### src/rtl/control_pipe_if.sv
// IF/ID-side instruction bundle and ID/EX control outputs
// of the main control unit.
interface control_pipe_if #(
  parameter int REG_ADDR_W = 5,
  parameter int ALUOP_W    = 2
);
  logic                  valid_i;
  logic [6:0]            opcode_i;
  logic [REG_ADDR_W-1:0] rd_i;
  logic [REG_ADDR_W-1:0] rs1_i;
  logic [REG_ADDR_W-1:0] rs2_i;
  logic                  flush_i;
  logic                  hold_i;
  logic                  stall_o;
  logic                  ex_valid_o;
  logic [ALUOP_W-1:0]    ex_aluop_o;
  logic                  ex_alu_src_o;
  logic                  ex_alu_a_pc_o;
  logic                  ex_memread_o;
  logic                  ex_memwrite_o;
  logic                  ex_regwrite_o;
  logic                  ex_mem_to_reg_o;
  logic                  ex_branch_o;
  logic                  ex_jump_o;
  logic [REG_ADDR_W-1:0] ex_rd_o;
  logic                  ex_illegal_o;

  modport master (
    output valid_i, opcode_i, rd_i,
    output rs1_i, rs2_i, flush_i, hold_i,
    input  stall_o, ex_valid_o, ex_aluop_o,
    input  ex_alu_src_o, ex_alu_a_pc_o,
    input  ex_memread_o, ex_memwrite_o,
    input  ex_regwrite_o, ex_mem_to_reg_o,
    input  ex_branch_o, ex_jump_o,
    input  ex_rd_o, ex_illegal_o
  );

  modport slave (
    input  valid_i, opcode_i, rd_i,
    input  rs1_i, rs2_i, flush_i, hold_i,
    output stall_o, ex_valid_o, ex_aluop_o,
    output ex_alu_src_o, ex_alu_a_pc_o,
    output ex_memread_o, ex_memwrite_o,
    output ex_regwrite_o, ex_mem_to_reg_o,
    output ex_branch_o, ex_jump_o,
    output ex_rd_o, ex_illegal_o
  );
endinterface

### src/rtl/control_pipe.sv
// RV32I main control: opcode decode, load-use stall,
// flush/hold handling and the ID/EX control register.
module control_pipe #(
  parameter int REG_ADDR_W     = 5,
  parameter int LOAD_USE_STALL = 1,
  parameter int ALUOP_W        = 2
) (
  input logic           clk_i,
  input logic           rst_i,
  control_pipe_if.slave bus
);

  typedef struct packed {
    logic               regwrite;
    logic               memread;
    logic               memwrite;
    logic               mem_to_reg;
    logic               branch;
    logic               jump;
    logic               alu_src;
    logic               alu_a_pc;
    logic [ALUOP_W-1:0] aluop;
    logic               illegal;
  } ctrl_t;

  localparam logic LUS = (LOAD_USE_STALL != 0);

  localparam logic [6:0] OP_R     = 7'b0110011;
  localparam logic [6:0] OP_I     = 7'b0010011;
  localparam logic [6:0] OP_LD    = 7'b0000011;
  localparam logic [6:0] OP_ST    = 7'b0100011;
  localparam logic [6:0] OP_BR    = 7'b1100011;
  localparam logic [6:0] OP_JAL   = 7'b1101111;
  localparam logic [6:0] OP_JALR  = 7'b1100111;
  localparam logic [6:0] OP_LUI   = 7'b0110111;
  localparam logic [6:0] OP_AUIPC = 7'b0010111;

  ctrl_t                 w_dec;
  logic                  w_use_rs1;
  logic                  w_use_rs2;
  logic                  w_hit1;
  logic                  w_hit2;
  logic                  w_hazard;

  ctrl_t                 r_ctrl;
  logic                  r_valid;
  logic [REG_ADDR_W-1:0] r_rd;

  always_comb begin
    w_dec     = '0;
    w_use_rs1 = 1'b0;
    w_use_rs2 = 1'b0;
    unique case (bus.opcode_i)
      OP_R: begin
        w_dec.regwrite = 1'b1;
        w_dec.alu_src  = 1'b1;
        w_dec.aluop    = ALUOP_W'(2'b10);
        w_use_rs1      = 1'b1;
        w_use_rs2      = 1'b1;
      end
      OP_I: begin
        w_dec.regwrite = 1'b1;
        w_dec.aluop    = ALUOP_W'(2'b10);
        w_use_rs1      = 1'b1;
      end
      OP_LD: begin
        w_dec.regwrite   = 1'b1;
        w_dec.memread    = 1'b1;
        w_dec.mem_to_reg = 1'b1;
        w_use_rs1        = 1'b1;
      end
      OP_ST: begin
        w_dec.memwrite = 1'b1;
        w_use_rs1      = 1'b1;
        w_use_rs2      = 1'b1;
      end
      OP_BR: begin
        w_dec.branch  = 1'b1;
        w_dec.alu_src = 1'b1;
        w_dec.aluop   = ALUOP_W'(2'b01);
        w_use_rs1     = 1'b1;
        w_use_rs2     = 1'b1;
      end
      OP_JAL: begin
        w_dec.regwrite = 1'b1;
        w_dec.jump     = 1'b1;
        w_dec.alu_a_pc = 1'b1;
      end
      OP_JALR: begin
        w_dec.regwrite = 1'b1;
        w_dec.jump     = 1'b1;
        w_use_rs1      = 1'b1;
      end
      OP_LUI: begin
        w_dec.regwrite = 1'b1;
        w_dec.aluop    = ALUOP_W'(2'b11);
      end
      OP_AUIPC: begin
        w_dec.regwrite = 1'b1;
        w_dec.alu_a_pc = 1'b1;
      end
      default: w_dec.illegal = 1'b1;
    endcase
  end

  // x0 is never a real producer, so it cannot cause a stall
  assign w_hit1 = w_use_rs1 && (bus.rs1_i == r_rd);
  assign w_hit2 = w_use_rs2 && (bus.rs2_i == r_rd);

  assign w_hazard = LUS && bus.valid_i && r_valid
                 && r_ctrl.memread && (r_rd != '0)
                 && (w_hit1 || w_hit2);

  assign bus.stall_o = (w_hazard || bus.hold_i)
                    && !bus.flush_i;

  always_ff @(posedge clk_i or posedge rst_i) begin
    if (rst_i) begin
      r_valid <= 1'b0;
      r_ctrl  <= '0;
      r_rd    <= '0;
    end else if (bus.flush_i) begin
      r_valid <= 1'b0;
      r_ctrl  <= '0;
      r_rd    <= '0;
    end else if (bus.hold_i) begin
      r_valid <= r_valid;
    end else if (w_hazard || !bus.valid_i) begin
      r_valid <= 1'b0;
      r_ctrl  <= '0;
      r_rd    <= '0;
    end else begin
      r_valid <= 1'b1;
      r_ctrl  <= w_dec;
      r_rd    <= bus.rd_i;
    end
  end

  assign bus.ex_valid_o      = r_valid;
  assign bus.ex_aluop_o      = r_ctrl.aluop;
  assign bus.ex_alu_src_o    = r_ctrl.alu_src;
  assign bus.ex_alu_a_pc_o   = r_ctrl.alu_a_pc;
  assign bus.ex_memread_o    = r_ctrl.memread;
  assign bus.ex_memwrite_o   = r_ctrl.memwrite;
  assign bus.ex_regwrite_o   = r_ctrl.regwrite;
  assign bus.ex_mem_to_reg_o = r_ctrl.mem_to_reg;
  assign bus.ex_branch_o     = r_ctrl.branch;
  assign bus.ex_jump_o       = r_ctrl.jump;
  assign bus.ex_rd_o         = r_rd;
  assign bus.ex_illegal_o    = r_ctrl.illegal;

endmodule

### src/flat_wrapper.sv
// flat-port wrapper written by rule: the top's interface ports become plain ports
module control_pipe_flat 
#(
  parameter int REG_ADDR_W     = 5,
  parameter int LOAD_USE_STALL = 1,
  parameter int ALUOP_W        = 2
)
  (clk_i, rst_i, bus_valid_i, bus_opcode_i, bus_rd_i, bus_rs1_i, bus_rs2_i, bus_flush_i, bus_hold_i, bus_stall_o, bus_ex_valid_o, bus_ex_aluop_o, bus_ex_alu_src_o, bus_ex_alu_a_pc_o, bus_ex_memread_o, bus_ex_memwrite_o, bus_ex_regwrite_o, bus_ex_mem_to_reg_o, bus_ex_branch_o, bus_ex_jump_o, bus_ex_rd_o, bus_ex_illegal_o);
  control_pipe_if #(.REG_ADDR_W(REG_ADDR_W), .ALUOP_W(ALUOP_W)) bus_i ();
  input logic clk_i;
  input logic rst_i;
  input wire logic [$bits(bus_i.valid_i)-1:0] bus_valid_i;
  input wire logic [$bits(bus_i.opcode_i)-1:0] bus_opcode_i;
  input wire logic [$bits(bus_i.rd_i)-1:0] bus_rd_i;
  input wire logic [$bits(bus_i.rs1_i)-1:0] bus_rs1_i;
  input wire logic [$bits(bus_i.rs2_i)-1:0] bus_rs2_i;
  input wire logic [$bits(bus_i.flush_i)-1:0] bus_flush_i;
  input wire logic [$bits(bus_i.hold_i)-1:0] bus_hold_i;
  output wire logic [$bits(bus_i.stall_o)-1:0] bus_stall_o;
  output wire logic [$bits(bus_i.ex_valid_o)-1:0] bus_ex_valid_o;
  output wire logic [$bits(bus_i.ex_aluop_o)-1:0] bus_ex_aluop_o;
  output wire logic [$bits(bus_i.ex_alu_src_o)-1:0] bus_ex_alu_src_o;
  output wire logic [$bits(bus_i.ex_alu_a_pc_o)-1:0] bus_ex_alu_a_pc_o;
  output wire logic [$bits(bus_i.ex_memread_o)-1:0] bus_ex_memread_o;
  output wire logic [$bits(bus_i.ex_memwrite_o)-1:0] bus_ex_memwrite_o;
  output wire logic [$bits(bus_i.ex_regwrite_o)-1:0] bus_ex_regwrite_o;
  output wire logic [$bits(bus_i.ex_mem_to_reg_o)-1:0] bus_ex_mem_to_reg_o;
  output wire logic [$bits(bus_i.ex_branch_o)-1:0] bus_ex_branch_o;
  output wire logic [$bits(bus_i.ex_jump_o)-1:0] bus_ex_jump_o;
  output wire logic [$bits(bus_i.ex_rd_o)-1:0] bus_ex_rd_o;
  output wire logic [$bits(bus_i.ex_illegal_o)-1:0] bus_ex_illegal_o;
  assign bus_i.valid_i = bus_valid_i;
  assign bus_i.opcode_i = bus_opcode_i;
  assign bus_i.rd_i = bus_rd_i;
  assign bus_i.rs1_i = bus_rs1_i;
  assign bus_i.rs2_i = bus_rs2_i;
  assign bus_i.flush_i = bus_flush_i;
  assign bus_i.hold_i = bus_hold_i;
  assign bus_stall_o = bus_i.stall_o;
  assign bus_ex_valid_o = bus_i.ex_valid_o;
  assign bus_ex_aluop_o = bus_i.ex_aluop_o;
  assign bus_ex_alu_src_o = bus_i.ex_alu_src_o;
  assign bus_ex_alu_a_pc_o = bus_i.ex_alu_a_pc_o;
  assign bus_ex_memread_o = bus_i.ex_memread_o;
  assign bus_ex_memwrite_o = bus_i.ex_memwrite_o;
  assign bus_ex_regwrite_o = bus_i.ex_regwrite_o;
  assign bus_ex_mem_to_reg_o = bus_i.ex_mem_to_reg_o;
  assign bus_ex_branch_o = bus_i.ex_branch_o;
  assign bus_ex_jump_o = bus_i.ex_jump_o;
  assign bus_ex_rd_o = bus_i.ex_rd_o;
  assign bus_ex_illegal_o = bus_i.ex_illegal_o;
  control_pipe #(.REG_ADDR_W(REG_ADDR_W), .LOAD_USE_STALL(LOAD_USE_STALL), .ALUOP_W(ALUOP_W)) u_core (.clk_i(clk_i), .rst_i(rst_i), .bus(bus_i));
endmodule
### config.mk
export PLATFORM = sky130hd
export DESIGN_NAME = control_pipe_flat
export DESIGN_NICKNAME = d
export VERILOG_FILES = /design/src/rtl/control_pipe_if.sv /design/src/rtl/control_pipe.sv /design/src/flat_wrapper.sv
export SDC_FILE = /design/constraint.sdc
export NUM_CORES = 1
export LEC_CHECK = 0
export ABC_AREA = 1
export BUFFER_PORTS_ARGS = -buffer_cell sky130_fd_sc_hd__buf_4
export CAP_MARGIN = 10
export CORE_ASPECT_RATIO = 0.9
export CORE_UTILIZATION = 45
export DETAILED_ROUTE_END_ITERATION = 7
export PLACE_DENSITY = 0.75
export REMOVE_ABC_BUFFERS = 1
export SETUP_SLACK_MARGIN = 0.4
export SKIP_CTS_REPAIR_TIMING = 1
export SLEW_MARGIN = 0
export SYNTH_ARGS = -nofsm -noshare
export SYNTH_HDL_FRONTEND = slang
export SYNTH_SLANG_ARGS = --single-unit
export TNS_END_PERCENT = 20
### constraint.sdc
create_clock -name clk_i -period 1.8 [get_ports clk_i]
set_clock_uncertainty 0.15 [all_clocks]
set_input_delay 0.27 -clock clk_i [delete_from_list [all_inputs] [get_ports clk_i]]
set_output_delay 0.27 -clock clk_i [all_outputs]
set_load 0.005 [all_outputs]
==> results.txt <==
Seq/Total Area, Yosys -> 36.49%
Failing checks -> negative setup slack
Antenna violations before repair -> 0
Clock Latency Late Sink -> 290 ps
Total power per unit cell area -> 483.5 nW/um^2
Setup TNS -> -267.5 ps
First-pass iteration count of the detailed router -> 5
Synth area leaders -> dfrtp_1 36%, nand2_1 22%, nand3_2 7.3%
Sink Count -> 16
N_diodes -> 0
Die area -> 2640 sq um
Total number of vias -> 1214
Most numerous cell in the Yosys netlist -> nand2_1
Root Driver -> clkbuf_4
Fin crit share -> 114.9%
Setup ws final -> -267.5 ps
Crit path arrival time -> 1650 ps
Max Fclk -> 483.7 MHz
Worst setup path startpoint -> u_core.bus.ex_rd_o[4]$_DFFE_PP0P_
FILL cells -> 175
Post-synth top cells -> 65 x nand2_1, 16 x dfrtp_1, 14 x nand3_1
Fin util -> 73.83%
Grt total ovfl -> 0
Post-route insts no fill -> 237
Hold Slack -> 42.14 ps
Final hold vios -> 0
Avg WL per Cell -> 13.76 um
Cells after DPL -> 226
Distinct cell type count after synthesis -> 22
Leakage power -> 0.9466 nW
Flop2flop setup slack -> 20 ps
CTS tree -> built
First-pass GRT wire length -> 4678 um
Synthesized flop and latch total -> 16
Post-DP HPWL -> 2144 um
Vias per cell -> 5.122
Avg Inst Size Synth -> 6.989 sq um
Setup-failing EPs final -> 1
Post-synth EDFFs -> 0
Tightest Pin Transition -> 1100 ps
Residual DRC -> 0
Chip width -> 54.05 um
H-Tree Depth -> 1
Yosys Warn Count -> 0
CTS max path bufs -> 2
Total of max-cap violations -> 0
Async SR Flop Fraction -> 100.0%
Slew Limit Headroom -> 26.42%
Crit. End Element -> output pin
Tmin final -> 2067 ps
DR iter-0 viols -> 29
Status -> complete, but fails checks
Row Count -> 16
Hold WC Path Type -> in -> reg
CTS clk-pin slew, worst paths -> 100 ps
Area grow syn2layout -> 50.86%
Total track usage -> 24.05%
Vias in the first global route -> 1136
Top FF cell, synth -> dfrtp_1
Final ANT Viol Nets -> 0
Crit start category -> register
Final #Nets -> 238
Total wire length -> 3262 um
Area leader, netlist -> dfrtp_1
Gpl congestion -> 0.8650
Crit path max fanout -> 5
Post-synth top area share -> 36.49%
Post-Syn Instances -> 157
Multi-input logic area -> 674.4 sq um
Num CTS Buffers -> 3
Starting Density -> 48.94%
RSZ-0062 raised after global routing -> true
Placeable Area -> 2242 sq um
Reg-to-Reg End -> u_core.bus.ex_memwrite_o$_DFFE_PP0P_
Count of final max-slew check failures -> 0
End point of the critical path -> bus_stall_o
Register area -> 405.4 sq um
Layout cell share with drive strength beyond 1 -> 45.24%
WP data required -> 1380 ps
CP Class -> reg -> out
Die Span Y -> 48.85 um
VDD IR max -> 0.4060 mV
Port buffer count -> 44
Mapped Area -> 1097 sq um
Worst flop-to-flop path startpoint -> u_core.bus.ex_rd_o[4]$_DFFE_PP0P_
IO Pins -> 45
FF-to-FF path depth -> 10
Pin count of the biggest net entering global routing -> 17
## state kept, by name, summed over array words and instances (netlist names)
signal                    flops
u_core.bus.ex_jump_o          1
u_core.bus.ex_valid_o         1
u_core.bus.ex_alu_src_o       1
u_core.bus.ex_rd_o            5
u_core.bus.ex_branch_o        1
u_core.bus.ex_illegal_o       1
u_core.bus.ex_regwrite_o      1
u_core.bus.ex_aluop_o         2
u_core.bus.ex_memread_o       1
u_core.bus.ex_alu_a_pc_o      1
u_core.bus.ex_memwrite_o      1
## critical path, stage by stage (launching register included)
cell	delay (ps)
dfrtp_2	480
xnor2_2	180
nand2_1	80
nor2_2	100
nand3_1	100
nand2_2	110
nand2_4	60
a21oi_4	130
buf_6	110
## metal layers
layer	GRT usage, %	part of all wire [%]	wire length, um
met4	7.692	2.7	89
met3	4.361	8.1	263
met1	31.94	39	1266
met2	38.89	50	1643
met5	0	0	0
## power breakdown
| part | switching (mW) | internal, mW |
|---|---|---|
| registers | 0.0105 | 0.367 |
| logic | 0.0887 | 0.0865 |
| clock network | 0.124 | 0.123 |
## metrics by stage
| step | setup slack [ps] | instance area [sq um] | power, mW |
|---|---|---|---|
| after global placement | 148.3 | 1446 | 0.5306 |
| after floorplan | 174.7 | 1067 | 0.4523 |
| after CTS | -225.2 | 1483 | 0.7840 |
| final | -267.5 | 1655 | 0.8004 |
| after global routing | -380.7 | 1655 | 0.8416 |
| after detailed placement | 76.89 | 1446 | 0.5371 |
## placed cells by master, fill, tap and decap left out, drive strengths merged
master,synthesis,final
buf,3,51
nand4,1,1
a21oi,3,3
nor3,1,1
nand3,22,22
or2,1,1
nand2,69,69
dfrtp,16,16
xor2,1,1
inv,17,17
xnor2,4,4
dlygate4sd3,0,1
clkbuf,1,5
nor2,17,17
o21ai,1,1
## cells by family (layout without fill, tap and decap cells)
logic type | after synthesis | after routing | synth area share, %
AO/OA/AOI/OAI | 4 | 4 | 2.851
AND/OR/NAND/NOR | 111 | 111 | 48.12
buffers and inverters | 21 | 74 | 8.551
XOR/XNOR | 5 | 5 | 3.991
flip-flops | 16 | 16 | 36.49
## worst min-delay path by stage
stage | from | end | slack, ps | depth (start not counted)
after detailed placement | rst_i | u_core.bus.ex_branch_o$_DFFE_PP0P_ | 240 | 2
after CTS | rst_i | u_core.bus.ex_alu_a_pc_o$_DFFE_PP0P_ | -80 | 2
after global routing | bus_rd_i[2] | u_core.bus.ex_rd_o[2]$_DFFE_PP0P_ | 50 | 3
after floorplan | rst_i | u_core.bus.ex_alu_a_pc_o$_DFFE_PP0P_ | 30 | 1
after global placement | rst_i | u_core.bus.ex_regwrite_o$_DFFE_PP0P_ | 240 | 2
final | bus_rd_i[2] | u_core.bus.ex_rd_o[2]$_DFFE_PP0P_ | 40 | 3
## area by class of cell
type	instances	share of cell area, %
multi-input combinational	120	40.74
timing repair buffer	53	26.68
sequential	16	24.49
inverter	17	3.855
tap	27	2.041
clock buffer	4	2.192
(Power assumes the default switching activity.)
